[config.mk]
export PLATFORM = sky130hd
export DESIGN_NAME = tag_trap_sequencer
export DESIGN_NICKNAME = d
export VERILOG_FILES = /design/src/rtl/tag_trap_sequencer.sv
export SDC_FILE = /design/constraint.sdc
export NUM_CORES = 1
export LEC_CHECK = 0
export CAP_MARGIN = 15
export CORE_UTILIZATION = 52
export DETAILED_ROUTE_END_ITERATION = 8
export HOLD_SLACK_MARGIN = 0.03
export PLACE_DENSITY = 0.89
export SLEW_MARGIN = 40
export SYNTH_ARGS = -nofsm -noshare
export SYNTH_HDL_FRONTEND = slang
export SYNTH_SLANG_ARGS = --single-unit
[constraint.sdc]
create_clock -name clk -period 4.14 [get_ports clk]
set_clock_uncertainty 0.15 [all_clocks]
set_input_delay 0.414 -clock clk [delete_from_list [all_inputs] [get_ports clk]]
set_output_delay 0.414 -clock clk [all_outputs]
set_load 0.02 [all_outputs]
[src/rtl/tag_trap_sequencer.sv]
// Tag trap sequencer.
//
// Registers the tag-compare PLA result (ptagcompare) for operations that ask for a
// tag check, stalls the operand stage while it evaluates, and on a failed check
// raises a held trap request carrying the trapping PC and tags. A saturating
// counter records the number of traps taken.
//
// Optional feature, enabled by defining TAG_TRAP_MASK_EN:
//   adds input trap_enable. A failed check evaluated with trap_enable=0 is still
//   counted and still loads trap_pc/trap_tags, but returns straight to idle
//   without raising trap_req.
//
// Ports:
//   clk, rst_n            clock (rising edge), asynchronous active-low reset
//   op_valid, op_ready    operand-stage handshake; op_ready decodes the idle state
//   op_tag_check          operation requests a tag check
//   ptagcompare           PLA result, 1 = tags acceptable
//   tag_a, tag_b, op_pc   busA[31:28], busB[31:28] and PC of the current operation
//   trap_enable           (TAG_TRAP_MASK_EN only) allow a failed check to trap
//   check_pass            one-cycle pulse while a passing check is evaluated
//   trap_req, trap_ack    held trap request and its acknowledge
//   trap_pc, trap_tags    PC and {tag_a, tag_b} of the most recent failed check
//   trap_count            saturating count of failed checks
//   busy                  sequencer is not idle
module tag_trap_sequencer #(
  parameter int unsigned PC_W  = 32,
  parameter int unsigned CNT_W = 8
) (
  input  logic             clk,
  input  logic             rst_n,
  input  logic             op_valid,
  input  logic             op_tag_check,
  input  logic             ptagcompare,
  input  logic [3:0]       tag_a,
  input  logic [3:0]       tag_b,
  input  logic [PC_W-1:0]  op_pc,
`ifdef TAG_TRAP_MASK_EN
  input  logic             trap_enable,
`endif
  output logic             op_ready,
  output logic             check_pass,
  output logic             trap_req,
  input  logic             trap_ack,
  output logic [PC_W-1:0]  trap_pc,
  output logic [7:0]       trap_tags,
  output logic [CNT_W-1:0] trap_count,
  output logic             busy
);

  typedef enum logic [1:0] {StIdle, StEval, StTrap, StRecover} state_e;

  state_e          state_q;
  logic            cmp_q;
  logic [3:0]      tag_a_q;
  logic [3:0]      tag_b_q;
  logic [PC_W-1:0] pc_q;
  logic            trap_en;
  logic            accept;

`ifdef TAG_TRAP_MASK_EN
  assign trap_en = trap_enable;
`else
  assign trap_en = 1'b1;
`endif

  assign op_ready = (state_q == StIdle);
  assign busy     = (state_q != StIdle);
  assign accept   = op_valid & op_ready;

  always_ff @(posedge clk or negedge rst_n) begin
    if (!rst_n) begin
      state_q    <= StIdle;
      cmp_q      <= 1'b0;
      tag_a_q    <= 4'h0;
      tag_b_q    <= 4'h0;
      pc_q       <= '0;
      check_pass <= 1'b0;
      trap_req   <= 1'b0;
      trap_pc    <= '0;
      trap_tags  <= 8'h00;
      trap_count <= '0;
    end else begin
      check_pass <= 1'b0;
      unique case (state_q)
        StIdle: begin
          // Untagged operations flow through without leaving idle.
          if (accept && op_tag_check) begin
            cmp_q      <= ptagcompare;
            tag_a_q    <= tag_a;
            tag_b_q    <= tag_b;
            pc_q       <= op_pc;
            // Pulse is registered here so it is visible throughout the eval cycle.
            check_pass <= ptagcompare;
            state_q    <= StEval;
          end
        end
        StEval: begin
          if (cmp_q) begin
            state_q <= StIdle;
          end else begin
            trap_pc   <= pc_q;
            trap_tags <= {tag_a_q, tag_b_q};
            if (trap_count != '1) begin
              trap_count <= trap_count + CNT_W'(1);
            end
            if (trap_en) begin
              trap_req <= 1'b1;
              state_q  <= StTrap;
            end else begin
              state_q  <= StIdle;
            end
          end
        end
        StTrap: begin
          if (trap_ack) begin
            trap_req <= 1'b0;
            state_q  <= StRecover;
          end
        end
        StRecover: begin
          state_q <= StIdle;
        end
        default: begin
          state_q <= StIdle;
        end
      endcase
    end
  end

endmodule

==> results of run 1 <==
[stage by stage]
| step | utilization | power [uW] | instance area, sq um |
|---|---|---|---|
| floorplan | - | 2502 | 3643 |
| global placement | 0.6884 | 3099 | 4677 |
| detailed placement | 0.6890 | 3177 | 4681 |
| CTS | 0.7291 | 3951 | 4954 |
| global route | 0.7291 | 4131 | 4954 |
| finish | 0.7291 | 3912 | 4954 |
[sequential cells by signal (all words and copies together) (netlist names), 4 cells and up, named ones only]
signal      cells
pc_q           32
tag_b_q         4
trap_count      8
tag_a_q         4
trap_pc        32
trap_tags       8
[worst max path at each step]
stage                  from        to  cells after the start
3_5_place_dp   op_tag_check  pc_q[28]                      3
2_1_floorplan     flip-flop     cmp_q                      5
5_1_grt           flip-flop  op_ready                      2
3_3_place_gp   op_tag_check  pc_q[13]                      3
4_1_cts           flip-flop  op_ready                      2
6_report          flip-flop  op_ready                      2
[area by class of cell]
type / instances / area (sq um) / area share
multi-input combinational: 119 / 1231 / 0.2485
clock buffer: 10 / 127.6 / 0.02576
clock inverter: 6 / 135.1 / 0.02728
inverter: 5 / 18.77 / 0.003789
sequential: 93 / 2327 / 0.4698
timing repair buffer: 100 / 993.5 / 0.2006
tap: 96 / 120.1 / 0.02425
[report_power, final]
part	switching (uW)	internal (uW)	total (uW)	leakage [uW]
Sequential	256	1350	1600	0.00112
Combinational	646	896	1540	0.000886
Clock	306	462	768	0.000123
Total	1210	2700	3910	0.00213
[kinds of logic (layout without fill, tap and decap cells)]
group,after synthesis,count (layout),synth area share
DFF,93,93,0.6387
muxes,86,86,0.2761
and+or+nand+nor,19,19,0.03125
buffers and inverters,16,121,0.02610
AOI/OAI and AO/OA,12,12,0.02198
adders and majority gates,1,1,0.003434
xor gates and xnor gates,1,1,0.002404
[cell usage after synthesis]
cell type	n	share of area
a21o_1	1	0.0021
a21oi_1	2	0.0027
a31o_2	1	0.0024
a31oi_1	2	0.0034
a41o_1	1	0.0027
a41oi_1	1	0.0024
and2_1	2	0.0034
and3_1	2	0.0034
and4_1	1	0.0024
buf_2	4	0.0055
buf_4	4	0.0082
buf_6	2	0.0062
clkbuf_1	1	0.0010
dfrtp_1	93	0.64
ha_1	1	0.0034
inv_1	5	0.0052
mux2_1	2	0.0062
mux2_2	74	0.23
mux2_4	10	0.041
nand2_1	3	0.0031
nand2b_1	1	0.0017
nand3_1	3	0.0041
nand4_1	3	0.0052
nor2_1	1	0.0010
nor2b_1	1	0.0017
nor3b_1	1	0.0021
o21a_1	1	0.0021
o21ai_0	3	0.0041
or3b_4	1	0.0031
xnor2_1	1	0.0024
[worst max-delay path, stage by stage (launching register included)]
cell	delay [ps]
dfrtp_1	440
nor2_1	230
clkdlybuf4s50_1	650
[layer usage]
layer / global-route usage / share of wire / routed length (um)
met1: 0.2479 / 0.41 / 2814
met2: 0.3382 / 0.52 / 3540
met3: 0.06352 / 0.051 / 345
met4: 0.08030 / 0.019 / 128
met5: 0 / 0 / 0
==> qor.txt, run 1 <==
Status -> finished clean
Setup CP Type -> flip-flop to output pin
Die Wd -> 85.71 um
Max rail drop VDD -> 0.0004320 V
# resized after CTS -> 0
Hold Path End -> trap_pc[21]
Static Leak -> 0.002129 uW
Grt ovf -> 0
Largest net degree at the start of global routing -> 56
Share of layout cells above drive strength 1 -> 0.3183
CTS root buf -> clkbuf_8
Via/cell ratio -> 5.205
Clock slew at reported path FFs -> 90 ps
Syn Area/Cell -> 15.98 sq um
Row count -> 30
Initial antenna violation count -> 0
CTS Buf Count -> 9
Vias in the first global route -> 2368
Reg2reg end -> pc_q[2]
Worst EP arrival -> 1670 ps
F_max -> 448.4 MHz
Core area -> 6794 sq um
Clock sink count -> 93
Most common cell after layout, fill and taps aside -> clkdlybuf4s50_1
N_diodes -> 0
Finished Layout Cells -> 429
Final setup viols -> 0
Worst R2R Setup Slack -> 2160 ps
Post-Syn Area -> 3643 sq um
Setup TNS Final -> 0 ps
Worst-Skew Late Latency -> 350 ps
Starting DRT DRC Count -> 103
Post-route clock period utilization -> 0.5387
# hold bufs at CTS -> 1
PwrDens -> 789.7 nW/um^2
Hold Slack -> 356.8 ps
Crit Path Max Fanout -> 6
Part of the Yosys area used for sequential elements -> 0.6387
RSZ-0062 raised after global routing -> false
Max-cap viol count -> 0
# DRC -> 0
R2r worst-path depth -> 3
Chip height -> 85.71 um
I/O Buffers -> 97
1st-pass router iterations -> 4
Worst Tran Pin Value -> 669.7 ps
Syn Inst Count -> 228
Routed vias -> 2233
Nature of the critical path startpoint -> flip-flop
FF+latch count, synth -> 93
Worst path required time -> 3580 ps
Max Buffers Root-to-Sink -> 2
First-pass GRT wire length -> 11330 um
Synth Warn # -> 0
Final WL -> 6828 um
GRT Total Usage -> 0.2029
Fill count -> 479
Fin crit period -> 2230 ps
Syn_nets -> 275
Max-slew violation count -> 0
Min-delay worst type -> flip-flop to flip-flop
Drt wl/cell -> 15.92 um
Post-DRT Antenna Nets -> 0
CTS tree -> built
Boundary Pins -> 98
Worst setup EP type -> output pin
Die ar. -> 7345 sq um
Final nets -> 375
Worst Hold Path Cells -> 1
Post-synth cell types -> 30
Post-CTS setup repair buffer count -> 0
Hold Violations, Final -> 0
Pre-CTS WS -> 1946 ps
Most frequent cells in the layout -> clkdlybuf4s50_1, dfrtp_1, mux2_2
Max_slew headroom -> 0.5535
Hold Crit Start -> pc_q[21]
Initial Utilization -> 0.5363
Synthesis-to-layout area growth -> 35.95%
GPL Wtd Cong -> 0.7634
DP HPWL -> 4597 um
Worst setup margin -> 1910 ps
DP Cell Count -> 412
H-tree depth -> 3
(Power assumes the default switching activity.)
==> inputs of run 2 (changes only) <==
Settings changed: CORE_UTILIZATION 52 to 43, PLACE_DENSITY 0.89 to 0.79.
Clock period 4.14 ns to 2 ns, I/O delays scaled along.
==> qor.txt, run 2 (same netlist as run 1, synthesis figures left out) <==
Most frequent cells in the layout -> clkdlybuf4s50_1, dfrtp_1, mux2_2
F_max -> 550.6 MHz
Initial antenna violation count -> 0
Starting DRT DRC Count -> 44
Final setup viols -> 0
Clock sink count -> 93
Crit-path cells -> clkdlybuf4s50_1
Share of layout cells above drive strength 1 -> 0.3284
Row count -> 33
Met2 usage -> 0.2682
CTS root buf -> clkbuf_8
Hold Violations, Final -> 0
RSZ-0062 raised after global routing -> false
PwrDens -> 1542 nW/um^2
Worst Tran Pin Value -> 495.0 ps
Clock Power Share -> 0.141
Setup TNS Final -> 0 ps
CP peak stage delay -> 650 ps
Crit Path Max Fanout -> 7
Worst setup margin -> 183.9 ps
Crit-path slowest cell -> clkdlybuf4s50_1
Synthesis-to-layout area growth -> 35.75%
Vias in the first global route -> 2284
I/O Buffers -> 97
Clock slew at reported path FFs -> 90 ps
H-tree depth -> 3
Via/cell ratio -> 4.984
N_diodes -> 0
Initial Utilization -> 0.4434
Biggest regs -> pc_q: 32 flops, trap_pc: 32 flops
Post-route clock period utilization -> 0.9080
Max_slew headroom -> 0.6700
Largest net degree at the start of global routing -> 40
Worst EP arrival -> 1470 ps
Min-delay worst type -> primary input to async pin
Status -> finished clean
Max-cap viol count -> 0
Met1 Use GR -> 0.2139
GR Layer Usage met3 -> 0.04854
Boundary Pins -> 98
Chip height -> 94.05 um
Worst path top cell family by delay -> buffers and inverters
Worst-Skew Late Latency -> 340 ps
Gr busiest metal -> met2
First-pass GRT wire length -> 11050 um
Fill count -> 650
Die ar. -> 8845 sq um
Pre-CTS WS -> 167.7 ps
Reg area -> 2327 sq um
# DRC -> 0
Fin crit period -> 1816 ps
Most common cell after layout, fill and taps aside -> clkdlybuf4s50_1
CTS tree -> built
Max-slew violation count -> 0
Final nets -> 380
Die Wd -> 94.05 um
Drt wl/cell -> 15.47 um
Max Buffers Root-to-Sink -> 2
Area of the multi-input gates -> 1230 sq um
Routed vias -> 2208
Static Leak -> 0.002134 uW
Buf/Inv on CP -> 1
Max rail drop VDD -> 0.0006619 V
Core area -> 8217 sq um
Worst setup EP type -> output pin
Combinational Power Share -> 0.425
Nature of the critical path startpoint -> flip-flop
GPL Wtd Cong -> 0.7132
GRT Total Usage -> 0.1679
Grt ovf -> 0
Psw -> 2498 uW
Post-DRT Antenna Nets -> 0
DP HPWL -> 4826 um
CTS Buf Count -> 9
Net switching fraction of the power -> 0.3275
Flop pwr share -> 0.434
Final WL -> 6852 um
Cell Int Power -> 5127 uW
1st-pass router iterations -> 4
Worst path required time -> 1650 ps
Setup CP Type -> flip-flop to output pin
run 2: through the flow:
stage / hold WS, ps / util / area (sq um) / total power [uW] / instances
4_1_cts: 216.7 / 0.6016 / 4943 / 7737 / 443
2_1_floorplan: -245.6 / - / 3643 / 5179 / 228
6_report: 210.4 / 0.6019 / 4946 / 7625 / 443
3_3_place_gp: 45.12 / 0.5797 / 4763 / 6488 / 426
5_1_grt: 236.0 / 0.6019 / 4946 / 8089 / 443
3_5_place_dp: 51.48 / 0.5797 / 4763 / 6640 / 426
run 2: power by group through the flow:
| stage | clock network (uW) | logic, uW | registers [uW] |
|---|---|---|---|
| after CTS | 1120 | 3290 | 3320 |
| after floorplan | 0 | 1380 | 3800 |
| after global routing | 1190 | 3460 | 3440 |
| final | 1080 | 3240 | 3310 |
| after global placement | 0 | 3200 | 3290 |
| after detailed placement | 0 | 3290 | 3350 |
run 2: timing repair:
item | in CTS | in global routing
hold endpoints to repair | 37 | 0
buffers inserted | 0 | 0
hold buffers | 1 | 0
gates resized for setup | 2 | 1
endpoints found under the setup margin | 2 | 1
run 2: metal layers:
metal / vias to the layer above / share of wire
li1: 1016 / -
met1: 1121 / 0.43
met2: 65 / 0.50
met3: 6 / 0.059
met4: 0 / 0.010
met5: - / 0
run 2: layout make-up:
type	count	share of cell area
clock inverter	5	0.007589
clock buffer	11	0.02656
multi-input combinational	119	0.2487
timing repair buffer	105	0.2163
tap	105	0.02656
inverter	5	0.003795
sequential	93	0.4705
run 2: final timing paths:
kind | from | to | slack (ps) | cells after the start
setup / recovery | trap_count[6] | trap_count[6] | 180 | 1
hold / removal | rst_n | trap_pc[29] | 210 | 2
setup reg to reg | flip-flop | trap_pc[26] | 240 | 3
hold reg to reg | pc_q[30] | trap_pc[30] | 350 | 1
max in group asynchronous | rst_n | state_q[0] | 840 | 3
min in group clk | ptagcompare | check_pass | 290 | 2
